$ cat src/rtl/riscv_div_pkg.sv
// Shared types and constants for the RV32M iterative divider.
package riscv_div_pkg;

    // One quotient bit is produced per iteration; RV32 needs 32 of them.
    localparam int DIV_ITER = 32;

    typedef enum logic [1:0] {
        DIV  = 2'b00,
        DIVU = 2'b01,
        REM  = 2'b10,
        REMU = 2'b11
    } div_op_t;

    typedef enum logic [1:0] {
        IDLE = 2'b00,
        CALC = 2'b01,
        FIX  = 2'b10,
        DONE = 2'b11
    } div_state_t;

    // DIV and REM treat their operands as two's complement.
    function automatic logic is_signed_op(input div_op_t op);
        return ~op[0];
    endfunction

endpackage

$ cat src/rtl/riscv_div_unit_div_step.sv
// One restoring radix-2 iteration: shift {rem, quo} left, trial-subtract the divisor.
module riscv_div_unit_div_step #(
    parameter int XLEN = 32
) (
    input  logic [XLEN:0]   rem_in,
    input  logic [XLEN-1:0] quo_in,
    input  logic [XLEN-1:0] divisor,
    output logic [XLEN:0]   rem_out,
    output logic [XLEN-1:0] quo_out
);

    logic [XLEN:0]   rem_sh;
    logic [XLEN+1:0] diff;
    logic            fits;

    // Trial subtraction; a set top remainder bit means the shifted value
    // exceeds the divisor regardless of the borrow out of the low bits.
    always_comb begin
        rem_sh = {rem_in[XLEN-1:0], quo_in[XLEN-1]};
        diff   = {1'b0, rem_sh} - {2'b00, divisor};
        fits   = ~diff[XLEN+1] | rem_in[XLEN];
        if (fits) begin
            rem_out = diff[XLEN:0];
            quo_out = {quo_in[XLEN-2:0], 1'b1};
        end else begin
            rem_out = rem_sh;
            quo_out = {quo_in[XLEN-2:0], 1'b0};
        end
    end

endmodule

$ cat src/rtl/riscv_div_unit.sv
// RV32M DIV/DIVU/REM/REMU unit: 32 restoring iterations, a sign-fix cycle,
// then a one-cycle register-file write-back. Special cases finish in one cycle.
module riscv_div_unit
    import riscv_div_pkg::*;
#(
    parameter int XLEN = DIV_ITER
) (
    input  logic            clk,
    input  logic            rst_n,
    input  logic            start,
    input  logic [1:0]      op,
    input  logic [XLEN-1:0] rs1_val,
    input  logic [XLEN-1:0] rs2_val,
    input  logic [4:0]      rd_in,
    input  logic            flush,
    output logic            busy,
    output logic            done,
    output logic            wer,
    output logic [4:0]      rd,
    output logic [XLEN-1:0] regdata
);

    localparam int               CNT_W    = $clog2(XLEN);
    localparam logic [CNT_W-1:0] CNT_LAST = CNT_W'(XLEN - 1);
    localparam logic [XLEN-1:0]  INT_MIN  = {1'b1, {(XLEN-1){1'b0}}};

    // Two's complement negate when requested; used for magnitudes and sign fix-up.
    function automatic logic [XLEN-1:0] negate_if(input logic neg, input logic [XLEN-1:0] v);
        return neg ? (~v + 1'b1) : v;
    endfunction

    div_state_t       state_q, state_d;
    logic [CNT_W-1:0] cnt_q, cnt_d;
    logic [XLEN:0]    rem_q, rem_d;
    logic [XLEN-1:0]  quo_q, quo_d;
    logic [XLEN-1:0]  dvsr_q, dvsr_d;
    div_op_t          op_q, op_d;
    logic             a_neg_q, a_neg_d;
    logic             b_neg_q, b_neg_d;
    logic [4:0]       rd_q, rd_d;
    logic [XLEN-1:0]  regdata_q, regdata_d;
    logic             busy_q, busy_d;
    logic             done_q, done_d;
    logic             wer_q, wer_d;

    logic [XLEN:0]    step_rem;
    logic [XLEN-1:0]  step_quo;

    div_op_t          op_in;
    logic             in_signed;
    logic             div_zero;
    logic             ovf;
    logic [XLEN-1:0]  a_mag;
    logic [XLEN-1:0]  b_mag;
    logic             fix_signed;
    logic [XLEN-1:0]  fix_quo;
    logic [XLEN-1:0]  fix_rem;
    logic [XLEN-1:0]  fix_result;

    riscv_div_unit_div_step #(
        .XLEN (XLEN)
    ) u_step (
        .rem_in  (rem_q),
        .quo_in  (quo_q),
        .divisor (dvsr_q),
        .rem_out (step_rem),
        .quo_out (step_quo)
    );

    // Operand decode at issue and sign correction of the finished quotient/remainder.
    always_comb begin
        op_in      = div_op_t'(op);
        in_signed  = is_signed_op(op_in);
        div_zero   = (rs2_val == '0);
        ovf        = in_signed && (rs1_val == INT_MIN) && (rs2_val == '1);
        a_mag      = negate_if(in_signed & rs1_val[XLEN-1], rs1_val);
        b_mag      = negate_if(in_signed & rs2_val[XLEN-1], rs2_val);
        fix_signed = is_signed_op(op_q);
        fix_quo    = negate_if(fix_signed & (a_neg_q ^ b_neg_q), quo_q);
        fix_rem    = negate_if(fix_signed & a_neg_q, rem_q[XLEN-1:0]);
        fix_result = (op_q == REM || op_q == REMU) ? fix_rem : fix_quo;
    end

    // Next-state and datapath update; flush overrides everything but the held result.
    always_comb begin
        state_d   = state_q;
        cnt_d     = cnt_q;
        rem_d     = rem_q;
        quo_d     = quo_q;
        dvsr_d    = dvsr_q;
        op_d      = op_q;
        a_neg_d   = a_neg_q;
        b_neg_d   = b_neg_q;
        rd_d      = rd_q;
        regdata_d = regdata_q;
        done_d    = 1'b0;
        wer_d     = 1'b0;

        unique case (state_q)
            IDLE: begin
                if (start && !flush) begin
                    op_d    = op_in;
                    rd_d    = rd_in;
                    a_neg_d = rs1_val[XLEN-1];
                    b_neg_d = rs2_val[XLEN-1];
                    if (div_zero) begin
                        regdata_d = op[1] ? rs1_val : '1;
                        state_d   = DONE;
                        done_d    = 1'b1;
                        wer_d     = (rd_in != 5'd0);
                    end else if (ovf) begin
                        regdata_d = op[1] ? '0 : rs1_val;
                        state_d   = DONE;
                        done_d    = 1'b1;
                        wer_d     = (rd_in != 5'd0);
                    end else begin
                        rem_d   = '0;
                        quo_d   = a_mag;
                        dvsr_d  = b_mag;
                        cnt_d   = '0;
                        state_d = CALC;
                    end
                end
            end
            CALC: begin
                rem_d = step_rem;
                quo_d = step_quo;
                if (cnt_q == CNT_LAST) begin
                    cnt_d   = '0;
                    state_d = FIX;
                end else begin
                    cnt_d = cnt_q + 1'b1;
                end
            end
            FIX: begin
                regdata_d = fix_result;
                state_d   = DONE;
                done_d    = 1'b1;
                wer_d     = (rd_q != 5'd0);
            end
            DONE: begin
                state_d = IDLE;
            end
            default: begin
                state_d = IDLE;
            end
        endcase

        if (flush) begin
            state_d   = IDLE;
            cnt_d     = '0;
            done_d    = 1'b0;
            wer_d     = 1'b0;
            regdata_d = regdata_q;
        end

        busy_d = (state_d != IDLE);
    end

    // Control and architecturally visible registers, cleared by reset.
    always_ff @(posedge clk) begin
        if (!rst_n) begin
            state_q   <= IDLE;
            cnt_q     <= '0;
            busy_q    <= 1'b0;
            done_q    <= 1'b0;
            wer_q     <= 1'b0;
            rd_q      <= '0;
            regdata_q <= '0;
        end else begin
            state_q   <= state_d;
            cnt_q     <= cnt_d;
            busy_q    <= busy_d;
            done_q    <= done_d;
            wer_q     <= wer_d;
            rd_q      <= rd_d;
            regdata_q <= regdata_d;
        end
    end

    // Working datapath registers; only meaningful while an operation is in flight.
    always_ff @(posedge clk) begin
        rem_q   <= rem_d;
        quo_q   <= quo_d;
        dvsr_q  <= dvsr_d;
        op_q    <= op_d;
        a_neg_q <= a_neg_d;
        b_neg_q <= b_neg_d;
    end

    assign busy    = busy_q;
    assign done    = done_q;
    assign wer     = wer_q;
    assign rd      = rd_q;
    assign regdata = regdata_q;

endmodule
$ cat config.mk
export PLATFORM = sky130hd
export DESIGN_NAME = riscv_div_unit
export DESIGN_NICKNAME = d
export VERILOG_FILES = /design/src/rtl/riscv_div_pkg.sv /design/src/rtl/riscv_div_unit_div_step.sv /design/src/rtl/riscv_div_unit.sv
export SDC_FILE = /design/constraint.sdc
export NUM_CORES = 1
export LEC_CHECK = 0
export ABC_AREA = 0
export CORE_AREA = 2 2 157 159
export CTS_BUF_LIST = sky130_fd_sc_hd__clkbuf_8 sky130_fd_sc_hd__clkbuf_16
export DETAILED_ROUTE_END_ITERATION = 12
export DIE_AREA = 0 0 159 161
export GPL_ROUTABILITY_DRIVEN = 0
export HOLD_SLACK_MARGIN = 0.02
export PLACE_DENSITY = 0.66
export SLEW_MARGIN = 5
export SYNTH_ARGS = -nofsm -noshare
export SYNTH_HDL_FRONTEND = slang
export SYNTH_SLANG_ARGS = --single-unit
$ cat constraint.sdc
create_clock -name clk -period 5.03 [get_ports clk]
set_clock_uncertainty 0.1 [all_clocks]
set_input_delay 0.7545 -clock clk [delete_from_list [all_inputs] [get_ports clk]]
set_output_delay 0.7545 -clock clk [all_outputs]
set_load 0.005 [all_outputs]
# Word-level counts from Yosys, hierarchy flattened
# Cells that the tools add are included.
# word_totals
ff_bits	148
inputBits	75
output_inout_bits	40
word_cells	105
# classes
n_addsub	6
eq_ne	12
mux	40
n_bitwise	17
n_reduce_logical	17
# ops
cell	count
2-to-1 mux 32 bit	13
2-to-1 mux 33 bit	4
adder 32 x 1 -> 32 bit (second input constant)	4
NOT 32 bit	4
case mux 32 bit (2 select lines)	2
case mux 33 bit (2 select lines)	1
== test 32 bit (second input constant)	2
subtractor 33 x 32 -> 34 bit	1
zero test 32 bit	1
2-to-1 mux 5 bit	4
AND reduction 4 bit	3
2-to-1 mux 2 bit	5
case mux 5 bit (2 select lines)	1
nonzero test 5 bit	2
== test 2 bit (second input constant)	4
case mux 2 bit (4 select lines)	1
2-to-1 mux 1 bit	7
NOT 1 bit	7
!= test 2 bit (second input constant)	3
nonzero test 2 bit	3
adder 5 x 1 -> 5 bit (second input constant)	1
== test 5 bit (second input constant)	1
bitwise AND 1 bit	4
case mux 1 bit (2 select lines)	2
10 further kinds	12

# Logic depth before layout (Yosys ltp)
# depth
ltp_word	9
depth_mapped	13
mapped_depth_nobuf	13

# By module
# A second synthesis with hierarchy kept.
# hier_totals
cells_unflattened	1321
hier_area_um2	11569.8
# by_module_without_submodules
mod	n_inst	cells_per_inst	area_per_inst_um2	seq_area_each_um2
riscv_div_unit	1	986	9062.4	3973.8
riscv_div_unit_div_step	1	335	2507.4	0.0

# Least setup slack after synthesis
# OpenSTA, ideal clock, no wires.
# synth_path
path_kind	input port to flip-flop
from	in rs1_val[0]
to	reg cnt_q[2]
setup_time_ps	78
t_arrival_ps	4257
required_ps	4852
path_slack_ps	595
cell_stages	11
n_path_buf	0
cell_sequence	inv_1 -> ha_1 -> or3b_1 -> nor4b_1 -> nand4b_1 -> o22ai_2 -> inv_1 -> o21ai_1 -> nand2_1 -> o211a_1 -> nor3_1
# synth_via
elab_chain_len	5
# synth_lines
element	line	text
from (decl)	riscv_div_unit.sv:12	input logic [XLEN-1:0] rs1_val,
== test 32 bit	riscv_div_unit.sv:75	ovf = in_signed && (rs1_val == INT_MIN) && (rs2_val == '1);
logical AND 1 bit (2 in series)	riscv_div_unit.sv:75	
!= test 2 bit (no line)	n/a	
AND reduction 4 bit (no line)	n/a	
to (signal assigned)	riscv_div_unit.sv:172	cnt_q <= cnt_d;
to (decl)	riscv_div_unit.sv:33	logic [CNT_W-1:0] cnt_q, cnt_d;
# Every way passes these cells.
# A chain may end at the register's enable or synchronous reset.

# Worst setup path after layout
# Same ends and word-level chain as after synthesis.

==> flow_summary_export.csv <==
group,metric,value,unit
route,drt_iter0_drc,931,
worst_setup_path,required,5.28,ns
cts,clock_path_buffers,2,
cts,cts_resized,0,
synthesis,synthFlopType,"edfxtp_1",
synthesis,syn_nets,1329,
synthesis,synthCells,1214,
synthesis,ys_ff_latch,148,
grt,met3_usage,3.698,%
route,drc_errors,0,
sta,max_slew_margin,28.19,%
sta,fin_crit_sh,86.27,%
worst_setup_path,critPathLaunchType,"primary input",
grt,grt_pass1_vias,8867,
synthesis,synth.avg_cell_area,8.874,sq um
grt,antenna_found_initial,0,
pwr,power_switching,0.9787,mW
placement,io_buffer_count,114,
route,first_pass_iters,5,
pwr,pwr-share-comb,21.5,%
worst_setup_path,cp-end-kind,"flip-flop",
pwr,p_per_area,265.8,nW/um^2
die,die_x,159,um
sta,slew_violations,0,
die,dieArea,25600,sq um
cts,htreeDepth,4,
sta,hold_viol_final,0,
die,core_area,23960,sq um
die,start_util,44.96,%
final_layout,layout.nets,1420,
synthesis,synth-seq-area-share,36.89,%
final_layout,drive_gt1_share,6.525,%
pwr,pwr-share-clk,35.7,%
route,drt-total-wl,28700,um
route,avgRoutedWirePerCell,17.48,um
pwr,irDropWorstVdd,0.1713,mV
route,vias,9411,
synthesis,synth_area,10770,sq um
pwr,seqPwrFrac,42.8,%
grt,met2_usage,35.69,%
sta,setup_viol,0,
sta,tightest_slew,1.075,ns
synthesis,yosysWarnings,0,
min_path,hp-class,"flip-flop to flip-flop",
cts,clkLatencyLatePin,0.43,ns
sta,max_freq,230.4,MHz
cts,cts_made_buffers,17,
final_layout,multiInputGateArea,6387,sq um
die,boundaryPins,115,
synthesis,synth-edff-count,101,
route,ant_nets,0,
grt,grt.busiest_layer,"met2",
final_layout,fillerInstances,2220,
worst_setup_path,worst-setup-path-type,"primary input to flip-flop",
final_layout,ff_latch_area,3974,sq um
placement,dp_hpwl,21600,um
sta,rsz0062_at_grt,"false",
cts,cts_root_buf,"clkbuf_16",
sta,finalSetupTns,0,ns
cts,cts.sinks,148,
worst_setup_path,cp.arrival,4.59,ns
synthesis,ys_types,74,
synthesis,async_reset_ff_share,0,%
cts,cts_tree,"built",
final_layout,num_antenna_cells,0,
pwr,leakage,4.984,nW
die,rows,57,
outcome,status,"completed",
final_layout,syn_to_final_growth,19.22,%
grt,met1_usage,31.65,%
grt,grt_max_degree,56,
placement,placed_area,12270,sq um
cts,ctsHoldBuffers,0,
final_layout,final_area,12840,sq um
grt,track_usage,22.51,%
pwr,p_int,2.435,mW
cts,cts_setup_buffers,0,
cts,clkTransAtPathRegs,0.06,ns
route,via_per_inst,5.731,
die,die_h,161,um
worst_setup_path,cp_max_fo,37,
job,cap_viol_max_count,0,
grt,gr-total-overflow,0,
pwr,p_sw_share,28.67,%
grt,grt_pass1_wl,46650,um
sta,period_needed,4.340,ns
-- routing by layer --
layer  wire length [um]  up-vias  part of all wire, %
met5                  0        -                    0
met1              13420     4395                   47
met3               1866       36                  6.5
li1                   -     4666                    -
met2              12850      314                   45
met4                557        0                  1.9
-- power by group through the flow --
stage               clock, mW  sequential (mW)  combinational (mW)
floorplan                   0             1.46               0.507
global placement            0             1.48               0.714
detailed placement          0             1.49               0.722
CTS                      1.24             1.46               0.728
global route             1.30             1.47               0.811
finish                   1.22             1.46               0.733
-- cells by family after synthesis --
group	share of synthesized area, %
AND/OR/NAND/NOR	17.42
multiplexers	2.880
AO/OA/AOI/OAI	22.20
buffers and inverters	4.193
flip-flops	36.89
adder cells (fa/ha/maj)	4.715
XOR/XNOR	11.71
-- critical path, stage by stage --
cell and delay, ns:
clkdlybuf4s50_1 0.47, inv_1 0.11, ha_1 0.16, or3b_1 0.43
nor4b_1 0.67, nand4b_1 0.40, o22ai_2 0.37, inv_1 0.07
o21ai_1 0.40, nand2_2 0.10, buf_4 0.29, o211a_1 0.18
nor3_1 0.16
-- cells in the final DEF (no fill, tap or decap), types with 11 or more instances in the layout --
cell,instances
clkdlybuf4s50_1,114
edfxtp_1,101
o21ai_0,96
nor2_1,95
nand2_1,95
a21oi_1,81
xor2_1,76
xnor2_1,68
inv_1,55
dfxtp_1,47
o211ai_1,40
ha_1,39
nand3_1,35
mux2i_1,31
o31ai_1,23
a21o_1,21
clkbuf_16,20
buf_4,20
nor3_1,19
nor2b_1,18
a31oi_1,17
o211a_1,16
or3_1,15
nor4_1,13
nand2b_1,12
o41ai_1,11
-- synthesized netlist by cell type (12+ instances only) --
library cell    n  share of area (%)
o21ai_0        97                4.5
mux2i_1        31                2.9
edfxtp_1      101                 28
nor3_1         19               0.88
xnor2_1        68                5.5
clkbuf_1       49                1.7
xor2_1         76                6.2
nand3_1        35                1.6
dfxtp_1        47                8.7
or3_1          15               0.87
nor4_1         13               0.75
nand2b_1       12               0.70
a21o_1         21                1.5
o31ai_1        23                1.6
nand2_1        96                3.3
nor2_1         95                3.3
inv_1          52                1.8
a31oi_1        17               0.99
o211a_1        16                1.5
nor2b_1        20                1.2
a21oi_1        81                3.8
o211ai_1       40                2.8
ha_1           39                4.5
-- final timing paths --
check | cells past startpoint | start | to | slack [ns]
worst max-delay path | 13 | rs1_val[0] | cnt_q[2] | 0.69
worst min register to register | 1 | cnt_q[3] | cnt_q[3] | 0.38
worst max register to register | 13 | quo_q[31] | rem_q[32] | 1.27
worst min-delay path | 1 | cnt_q[3] | cnt_q[3] | 0.38
-- stage by stage --
step	std cells	util, %	power, mW	worst slack, ns	hold slack, ns
floorplan	1214	-	1.970	0.5948	0.3395
global placement	1610	51.22	2.198	0.4611	0.3649
detailed placement	1610	51.22	2.207	0.3137	0.3681
CTS	1642	53.60	3.428	0.7535	0.3809
global route	1642	53.60	3.581	0.4518	0.4089
finish	1642	53.60	3.414	0.6904	0.3765
-- layout make-up --
class	instances	share of cell area [%]
repair buffers	135	10.21
flip-flops and latches	148	30.94
inverters	52	1.520
clock inverters	11	0.4384
multi-input cells	951	49.73
well taps	324	3.156
clock buffers	21	4.004
-- state kept, by name, indices dropped and copies added, names as in the netlist --
| name | flops |
|---|---|
| rem_q | 33 |
| dvsr_q | 32 |
| quo_q | 32 |
| regdata | 32 |
| cnt_q | 5 |
| rd | 5 |
| op_q | 2 |
| state_q | 2 |
| a_neg_q | 1 |
| b_neg_q | 1 |
| busy | 1 |
| done | 1 |
| wer | 1 |
(Power assumes the default switching activity.)
